## src/rtl/product_decimal_display_if.sv

```systemverilog
// rtl/product_decimal_display_if.sv - value capture handshake between multiplier and display stage
interface product_decimal_display_if;
    logic [15:0] value_in;
    logic        value_valid;
    logic        busy;

    modport master (
        output value_in,
        output value_valid,
        input  busy
    );

    modport slave (
        input  value_in,
        input  value_valid,
        output busy
    );
endinterface

```

## src/rtl/product_decimal_display.sv

```systemverilog
// rtl/product_decimal_display.sv - binary to BCD converter driving a 4-digit multiplexed 7-segment display
module product_decimal_display #(
    parameter int REFRESH_DIV = 16,
    parameter bit BLANK_LZ    = 1'b1
) (
    input  logic                     clock,
    input  logic                     reset,
    product_decimal_display_if.slave bus,
    output logic                     overflow,
    output logic [6:0]               segment,
    output logic [3:0]               segment_select
);

    localparam int CW = $clog2(REFRESH_DIV);
    localparam logic [CW-1:0] REFRESH_LAST = CW'(REFRESH_DIV - 1);

    localparam logic [6:0] SEG_BLANK = 7'b0000000;
    localparam logic [6:0] SEG_DASH  = 7'b0000001;

    typedef enum logic {IDLE, CONVERT} state_t;

    state_t      state_q, state_d;
    logic [15:0] shift_q, shift_d;
    logic [19:0] bcd_q, bcd_d;
    logic [4:0]  bit_cnt_q, bit_cnt_d;
    logic [15:0] disp_q, disp_d;
    logic        ovf_q, ovf_d;

    logic [19:0] bcd_adj;
    logic [35:0] shifted;

    logic [CW-1:0] refresh_cnt_q;
    logic [1:0]    digit_idx_q, digit_idx_nx;
    logic [3:0]    digit_val;
    logic          digit_blank;
    logic [6:0]    segment_nx;

    function automatic logic [6:0] decode_digit(input logic [3:0] d);
        logic [6:0] s;
        case (d)
            4'd0:    s = 7'b1111110;
            4'd1:    s = 7'b0110000;
            4'd2:    s = 7'b1101101;
            4'd3:    s = 7'b1111001;
            4'd4:    s = 7'b0110011;
            4'd5:    s = 7'b1011011;
            4'd6:    s = 7'b1011111;
            4'd7:    s = 7'b1110000;
            4'd8:    s = 7'b1111111;
            4'd9:    s = 7'b1111011;
            default: s = SEG_BLANK;
        endcase
        return s;
    endfunction

    assign bus.busy = (state_q == CONVERT);
    assign overflow = ovf_q;

    // Add-3 correction on every BCD nibble before the shift
    always_comb begin
        bcd_adj = bcd_q;
        for (int i = 0; i < 5; i++) begin
            if (bcd_q[4*i +: 4] >= 4'd5) begin
                bcd_adj[4*i +: 4] = bcd_q[4*i +: 4] + 4'd3;
            end
        end
    end

    assign shifted = {bcd_adj, shift_q} << 1;

    // Conversion FSM next-state: capture, 16 shift steps, then publish to display registers
    always_comb begin
        state_d   = state_q;
        shift_d   = shift_q;
        bcd_d     = bcd_q;
        bit_cnt_d = bit_cnt_q;
        disp_d    = disp_q;
        ovf_d     = ovf_q;
        case (state_q)
            IDLE: begin
                if (bus.value_valid) begin
                    shift_d   = bus.value_in;
                    bcd_d     = '0;
                    bit_cnt_d = '0;
                    state_d   = CONVERT;
                end
            end
            CONVERT: begin
                bcd_d     = shifted[35:16];
                shift_d   = shifted[15:0];
                bit_cnt_d = bit_cnt_q + 5'd1;
                if (bit_cnt_q == 5'd15) begin
                    disp_d  = shifted[31:16];
                    ovf_d   = |shifted[35:32];
                    state_d = IDLE;
                end
            end
            default: state_d = IDLE;
        endcase
    end

    // Conversion state and display registers
    always_ff @(posedge clock) begin
        if (reset) begin
            state_q   <= IDLE;
            shift_q   <= '0;
            bcd_q     <= '0;
            bit_cnt_q <= '0;
            disp_q    <= '0;
            ovf_q     <= 1'b0;
        end else begin
            state_q   <= state_d;
            shift_q   <= shift_d;
            bcd_q     <= bcd_d;
            bit_cnt_q <= bit_cnt_d;
            disp_q    <= disp_d;
            ovf_q     <= ovf_d;
        end
    end

    // Pick the digit selected after this edge and build its segment pattern,
    // so segment and segment_select always load as a matched pair
    always_comb begin
        digit_idx_nx = (refresh_cnt_q == REFRESH_LAST) ? digit_idx_q + 2'd1 : digit_idx_q;
        digit_val    = disp_q[4*digit_idx_nx +: 4];
        case (digit_idx_nx)
            2'd3:    digit_blank = (disp_q[15:12] == 4'd0);
            2'd2:    digit_blank = (disp_q[15:8] == 8'd0);
            2'd1:    digit_blank = (disp_q[15:4] == 12'd0);
            default: digit_blank = 1'b0;
        endcase
        digit_blank = digit_blank & BLANK_LZ;
        if (ovf_q) begin
            segment_nx = SEG_DASH;
        end else if (digit_blank) begin
            segment_nx = SEG_BLANK;
        end else begin
            segment_nx = decode_digit(digit_val);
        end
    end

    // Free-running digit multiplexer, independent of the conversion engine
    always_ff @(posedge clock) begin
        if (reset) begin
            refresh_cnt_q  <= '0;
            digit_idx_q    <= 2'd0;
            segment_select <= 4'b0001;
            segment        <= SEG_BLANK;
        end else begin
            refresh_cnt_q  <= (refresh_cnt_q == REFRESH_LAST) ? '0 : refresh_cnt_q + CW'(1);
            digit_idx_q    <= digit_idx_nx;
            segment_select <= 4'b0001 << digit_idx_nx;
            segment        <= segment_nx;
        end
    end

endmodule

```

## src/flat_wrapper.sv

```systemverilog
// flat-port wrapper written by rule: the top's interface ports become plain ports
module product_decimal_display_flat 
#(
    parameter int REFRESH_DIV = 16,
    parameter bit BLANK_LZ    = 1'b1
)
  (clock, reset, overflow, segment, segment_select, bus_value_in, bus_value_valid, bus_busy);
  product_decimal_display_if bus_i ();
  input  logic clock;
  input  logic reset;
  output logic overflow;
  output logic [6:0] segment;
  output logic [3:0] segment_select;
  input wire logic [$bits(bus_i.value_in)-1:0] bus_value_in;
  input wire logic [$bits(bus_i.value_valid)-1:0] bus_value_valid;
  output wire logic [$bits(bus_i.busy)-1:0] bus_busy;
  assign bus_i.value_in = bus_value_in;
  assign bus_i.value_valid = bus_value_valid;
  assign bus_busy = bus_i.busy;
  product_decimal_display #(.REFRESH_DIV(REFRESH_DIV), .BLANK_LZ(BLANK_LZ)) u_core (.clock(clock), .reset(reset), .bus(bus_i), .overflow(overflow), .segment(segment), .segment_select(segment_select));
endmodule
```

## config.mk

```make
export PLATFORM = sky130hd
export DESIGN_NAME = product_decimal_display_flat
export DESIGN_NICKNAME = d
export VERILOG_FILES = /design/src/rtl/product_decimal_display_if.sv /design/src/rtl/product_decimal_display.sv /design/src/flat_wrapper.sv
export SDC_FILE = /design/constraint.sdc
export NUM_CORES = 1
export LEC_CHECK = 0
export CORE_ASPECT_RATIO = 1.4
export CORE_MARGIN = 10
export CORE_UTILIZATION = 58
export CTS_BUF_LIST = sky130_fd_sc_hd__clkbuf_8 sky130_fd_sc_hd__clkbuf_16
export DETAILED_ROUTE_END_ITERATION = 8
export GPL_TIMING_DRIVEN = 0
export PLACE_DENSITY_LB_ADDON = 0.15
export SLEW_MARGIN = 20
export SYNTH_ARGS = -nofsm -noshare
export SYNTH_HDL_FRONTEND = slang
export SYNTH_SLANG_ARGS = --single-unit
```

## constraint.sdc

```tcl
create_clock -name clock -period 3.71 [get_ports clock]
set_input_delay 0.742 -clock clock [delete_from_list [all_inputs] [get_ports clock]]
set_output_delay 0.742 -clock clock [all_outputs]
set_load 0.02 [all_outputs]
```

After elaboration in Yosys (flattened, before gate mapping)
Memory sizes are Yosys's and may differ from the RTL's.
Cells that the tools add are included.
{"block": "totals", "ff_bits": 76, "rom_bits": 112, "input_bits": 19, "elab_cells": 59, "mem_count": 1}
{"block": "op_classes", "addsub": 8, "order_cmp": 5, "n_eq_ne": 6, "n_shift": 2, "mux": 18, "n_bitwise": 1, "n_reduce_logical": 7}
{"name": "(no name shown)", "words": 16, "word_bits": 7, "rd": 1, "rd_ports_with_merged_regs": 0, "write_ports": 0, "line": "product_decimal_display.sv:40", "text": "case (d)"}
{"cell": "$pmux 20 s2", "count": 1}
{"cell": "$pmux 16 s2", "count": 1}
{"cell": "$ge 4x3->1 const B", "count": 5}
{"cell": "$mux 20", "count": 1}
{"cell": "$add 4x2->4 const B", "count": 4}
{"cell": "$mux 16", "count": 1}
{"cell": "$mux 4", "count": 4}
{"cell": "$shiftx 16x5->4", "count": 1}
{"cell": "$logic_not 12->1", "count": 1}
{"cell": "$pmux 5 s2", "count": 1}
{"cell": "$logic_not 8->1", "count": 1}
{"cell": "$add 5x1->5 const B", "count": 1}
{"cell": "$eq 5x4->1 const B", "count": 1}
{"cell": "$mux 5", "count": 1}
{"cell": "$add 4x1->4 const B", "count": 1}
{"cell": "$eq 2x2->1 const B", "count": 2}
{"cell": "$eq 4x4->1 const B", "count": 1}
{"cell": "$logic_not 4->1", "count": 1}
{"cell": "$mux 1", "count": 4}
{"cell": "$reduce_or 4->1", "count": 1}
{"cell": "$shl 1x2->4 const A", "count": 1}
{"cell": "$add 3x2->3 const B", "count": 1}
{"cell": "$mux 3", "count": 1}
{"cell": "$pmux 1 s3", "count": 1}
{"cell": "9 further kinds", "count": 9}

Longest topological paths before layout
{"block": "depth", "depth_word": 6, "depth_mapped": 10, "mapped_depth_nobuf": 9}

Worst setup path after synthesis
Ideal clock, no wire load.
{"block": "synth_path", "kind": "register -> register", "start": "register u_core.refresh_cnt_q[0]", "end": "register u_core.segment[3]", "setup_ps": 86, "t_arrival_ps": 2699, "required_time_ps": 3624, "path_slack_ps": 926, "stages_incl_launch_ff": 11, "cell_sequence": "dfxtp_1 -> ha_1 -> and3_1 -> buf_6 -> xor2_1 -> a222oi_1 -> inv_1 -> ha_1 -> inv_1 -> mux2_2 -> a211oi_1"}
{"block": "synth_via", "elab_chain_len": 5, "word_cells_on_any_way": 9}
{"item": "from (decl)", "line": "product_decimal_display.sv:32", "text": "logic [CW-1:0] refresh_cnt_q;"}
{"item": "from (signal assigned)", "line": "product_decimal_display.sv:150", "text": "refresh_cnt_q <= (refresh_cnt_q == REFRESH_LAST) ? '0 : refresh_cnt_q + CW'(1);"}
{"item": "$eq 4x4->1 *", "line": "product_decimal_display.sv:124", "text": "digit_idx_nx = (refresh_cnt_q == REFRESH_LAST) ? digit_idx_q + 2'd1 : digit_idx_q;"}
{"item": "$mux 2 *", "line": "product_decimal_display.sv:124"}
{"item": "parallel branches: the longest is 3 deep, another holds $mem_v2 16x7"}
{"item": "to (signal assigned)", "line": "product_decimal_display.sv:153", "text": "segment <= segment_nx;"}
{"item": "to (decl)", "line": "product_decimal_display.sv:10", "text": "output logic [6:0] segment,"}
Mark *: on every way between the ends.
A chain may end at the register's enable or synchronous reset.

Worst setup path after layout
{"block": "layout_path", "start": "register u_core.refresh_cnt_q[0]", "end": "register u_core.segment[2]"}
Same word-level chain as after synthesis.

==> results.yml <==
detailed_routing:
  vias_per_cell: 5.71
  wl_per_cell_um: 14.8
  num_vias: 3331
  ant_nets: 0
  drt_first_iter_violations: 233
  dr.pass1.iters: 5
  routed_wl_um: 8660
  route.detailed.drc: 0
worst_setup_path:
  worst_ep_required_time_ns: 3.94
  critPathMaxFanout: 10
  worstSetupPathType: "flip-flop to flip-flop"
  crit_path_end_kind: "flip-flop"
  crit_path_start_kind: "flip-flop"
  worstPathArrival_ns: 3.31
synthesis:
  yosysWarningCount: 0
  yosysUniqueCellTypes: 47
  synth_top_family_by_area: "simple AND/OR/NAND/NOR gates"
  async_flop_share_pct: 0
  synth_xor_area_share_pct: 2.06
  post-synth-top-count-cell: "dfxtp_1"
  yosysTopAreaCell: "dfxtp_1"
  yosys-top-cells-area: "dfxtp_1 40%, a21oi_1 7.6%, mux2i_1 7.3%"
  synth_top_area_share_pct: 39.7
  yosys_most_used_dff: "dfxtp_1"
  synth_adder_area_share_pct: 6.46
  syn-cell-area_um2: 3830
  synth_edf_count: 0
  ys_seq_elements: 76
  muxShareOfSynthArea_pct: 8.78
  synth-compound-area-share_pct: 15.8
  synthesis.nets: 500
  synthCells: 462
  synthSimpleGateAreaFrac_pct: 22.0
  synth_top_cells_by_count: "76 x dfxtp_1, 71 x nor2_1, 58 x a21oi_1"
  avgSynthCellArea_um2: 8.30
  ys_seq_area_share_pct: 39.7
final_layout:
  area_delta_synth_final_pct: 16.3
  instances_no_fill: 583
  post-route-util_pct: 68.3
  drive_gt1_share_pct: 6.29
  num-nets-final: 542
  fillers: 563
  diodes: 0
global_routing:
  antenna_found_initial: 0
  grt_max_degree: 14
  grt_overflow: 0
  grt_pass1_wl_um: 14300
  grt_usage_pct: 17.4
  grt_pass1_vias: 3271
sta:
  rsz0062_at_grt: "false"
  fin_skew_ns: 0.0129
  tightest_slew_ns: 0.765
  finalSetupViolations: 0
  hold_viol: 0
  min_period_ns: 3.08
  slew_violations: 0
  period_share_pct: 83.1
  setup_tns_ns: 0
  fmax_mhz: 324
  fin_ws_ns: 0.628
  maxSlewHeadroom_pct: 49.0
cts:
  cts-root-buf: "clkbuf_8"
  cts_resized: 0
  cts_made_buffers: 9
  clk_pin_slew_ns: 0.08
  clock_latency_ns: 0.36
  clock-sinks: 76
  clock_path_buffers: 2
  cts_tree: "built"
  cts_max_level: 3
  cts_setup_buffers: 0
  holdBufCountCts: 0
status:
  status: "finished, final reports clean"
pwr:
  p_per_area_nw_per_um2: 377
  power.total_uw: 1680
  peakVddDrop_mv: 0.343
  power_leakage_uw: 0.00170
flow_run:
  maxCapViolations: 0
floorplan:
  die-area_um2: 10300
  die_y_um: 116
  start_util_pct: 58.8
  chipWidth_um: 88.7
  rows: 35
  core_region_area_um2: 6530
  io_pins: 32
hold_path:
  worstHoldPathType: "flip-flop to flip-flop"
placement:
  preCtsSetupSlack_ns: 0.388
  dp_cells: 566
  dp_hpwl_um: 6480
  port_buffers: 30
  place_congestion: 0.874
cell type report:
| cell class | instances | area [um^2] | share of cell area (%) |
|---|---|---|---|
| multi-input cells | 337 | 2110 | 47.3 |
| flip-flops and latches | 76 | 1520 | 34.1 |
| repair buffers | 31 | 305 | 6.85 |
| clock buffers | 10 | 138 | 3.09 |
| plain buffers | 29 | 128 | 2.86 |
| well taps | 74 | 92.6 | 2.08 |
| clock inverters | 6 | 87.6 | 1.97 |
| inverters | 20 | 75.1 | 1.68 |
final timing paths:
kind | end | startpoint | cells past startpoint | slack (ns)
max reg2reg | u_core.segment[2] | u_core.refresh_cnt_q[0] | 10 | 0.63
min reg2reg | u_core.disp_q[0] | u_core.disp_q[0] | 2 | 0.47
min | u_core.disp_q[0] | u_core.disp_q[0] | 2 | 0.47
max | u_core.segment[2] | u_core.refresh_cnt_q[0] | 10 | 0.63
registers in the layout, summed over array words and instances, names as in the netlist:
signal / flops
u_core.overflow: 1
u_core.bus.busy: 1
u_core.bit_cnt_q: 5
u_core.shift_q: 16
u_core.refresh_cnt_q: 4
u_core.segment_select: 4
u_core.disp_q: 16
u_core.digit_idx_q: 2
u_core.bcd_q: 20
u_core.segment: 7
power by group:
| group | leakage (uW) | switching (uW) | internal [uW] | total [uW] |
|---|---|---|---|---|
| clock network | 0.000116 | 306 | 397 | 703 |
| registers | 0.000618 | 11.6 | 834 | 846 |
| logic | 0.000964 | 75.0 | 54.4 | 129 |
| total | 0.00170 | 393 | 1290 | 1680 |
cell families (layout without fill, tap and decap cells):
| kind of cell | after synthesis | in the layout |
|---|---|---|
| multiplexers | 33 | 33 |
| AND/OR/NAND/NOR | 176 | 176 |
| buffers and inverters | 49 | 96 |
| XOR/XNOR | 9 | 9 |
| adder cells (fa/ha/maj) | 20 | 20 |
| flip-flops | 76 | 76 |
| AO/OA/AOI/OAI | 99 | 99 |
cell usage in the layout (no fill, tap or decap), drive strengths merged, types with 16 or more instances in the layout:
cell type and instances:
nor2 71, clkdlybuf4s50 30, o21ai 16, clkbuf 30, inv 20, nand2 34, a21oi 59, dfxtp 76
ha 19, mux2i 28
stage by stage:
step / instance area [um^2] / hold slack, ns
after CTS: 4450 / 0.466
after floorplan: 3830 / 0.436
after detailed placement: 4230 / 0.456
final: 4460 / 0.470
after global placement: 4230 / 0.446
after global routing: 4460 / 0.492
critical path, stage by stage (launching register included):
cell and delay, ns:
dfxtp_1 0.38, ha_1 0.26, and3_1 0.19, buf_6 0.16, xor2_1 0.11, a222oi_1 0.72, inv_1 0.23, ha_1 0.27
a2111oi_0 0.42, a211o_1 0.17, a21oi_1 0.06
per-layer routing:
metal  up-vias  GRT usage, %  share of wire, %
li1       1687             -                 -
met1      1552          17.0                42
met2        77          31.8                51
met3        15          4.47               4.5
met4         0          9.84               2.3
met5         -             0                 0
(Power assumes the default switching activity.)
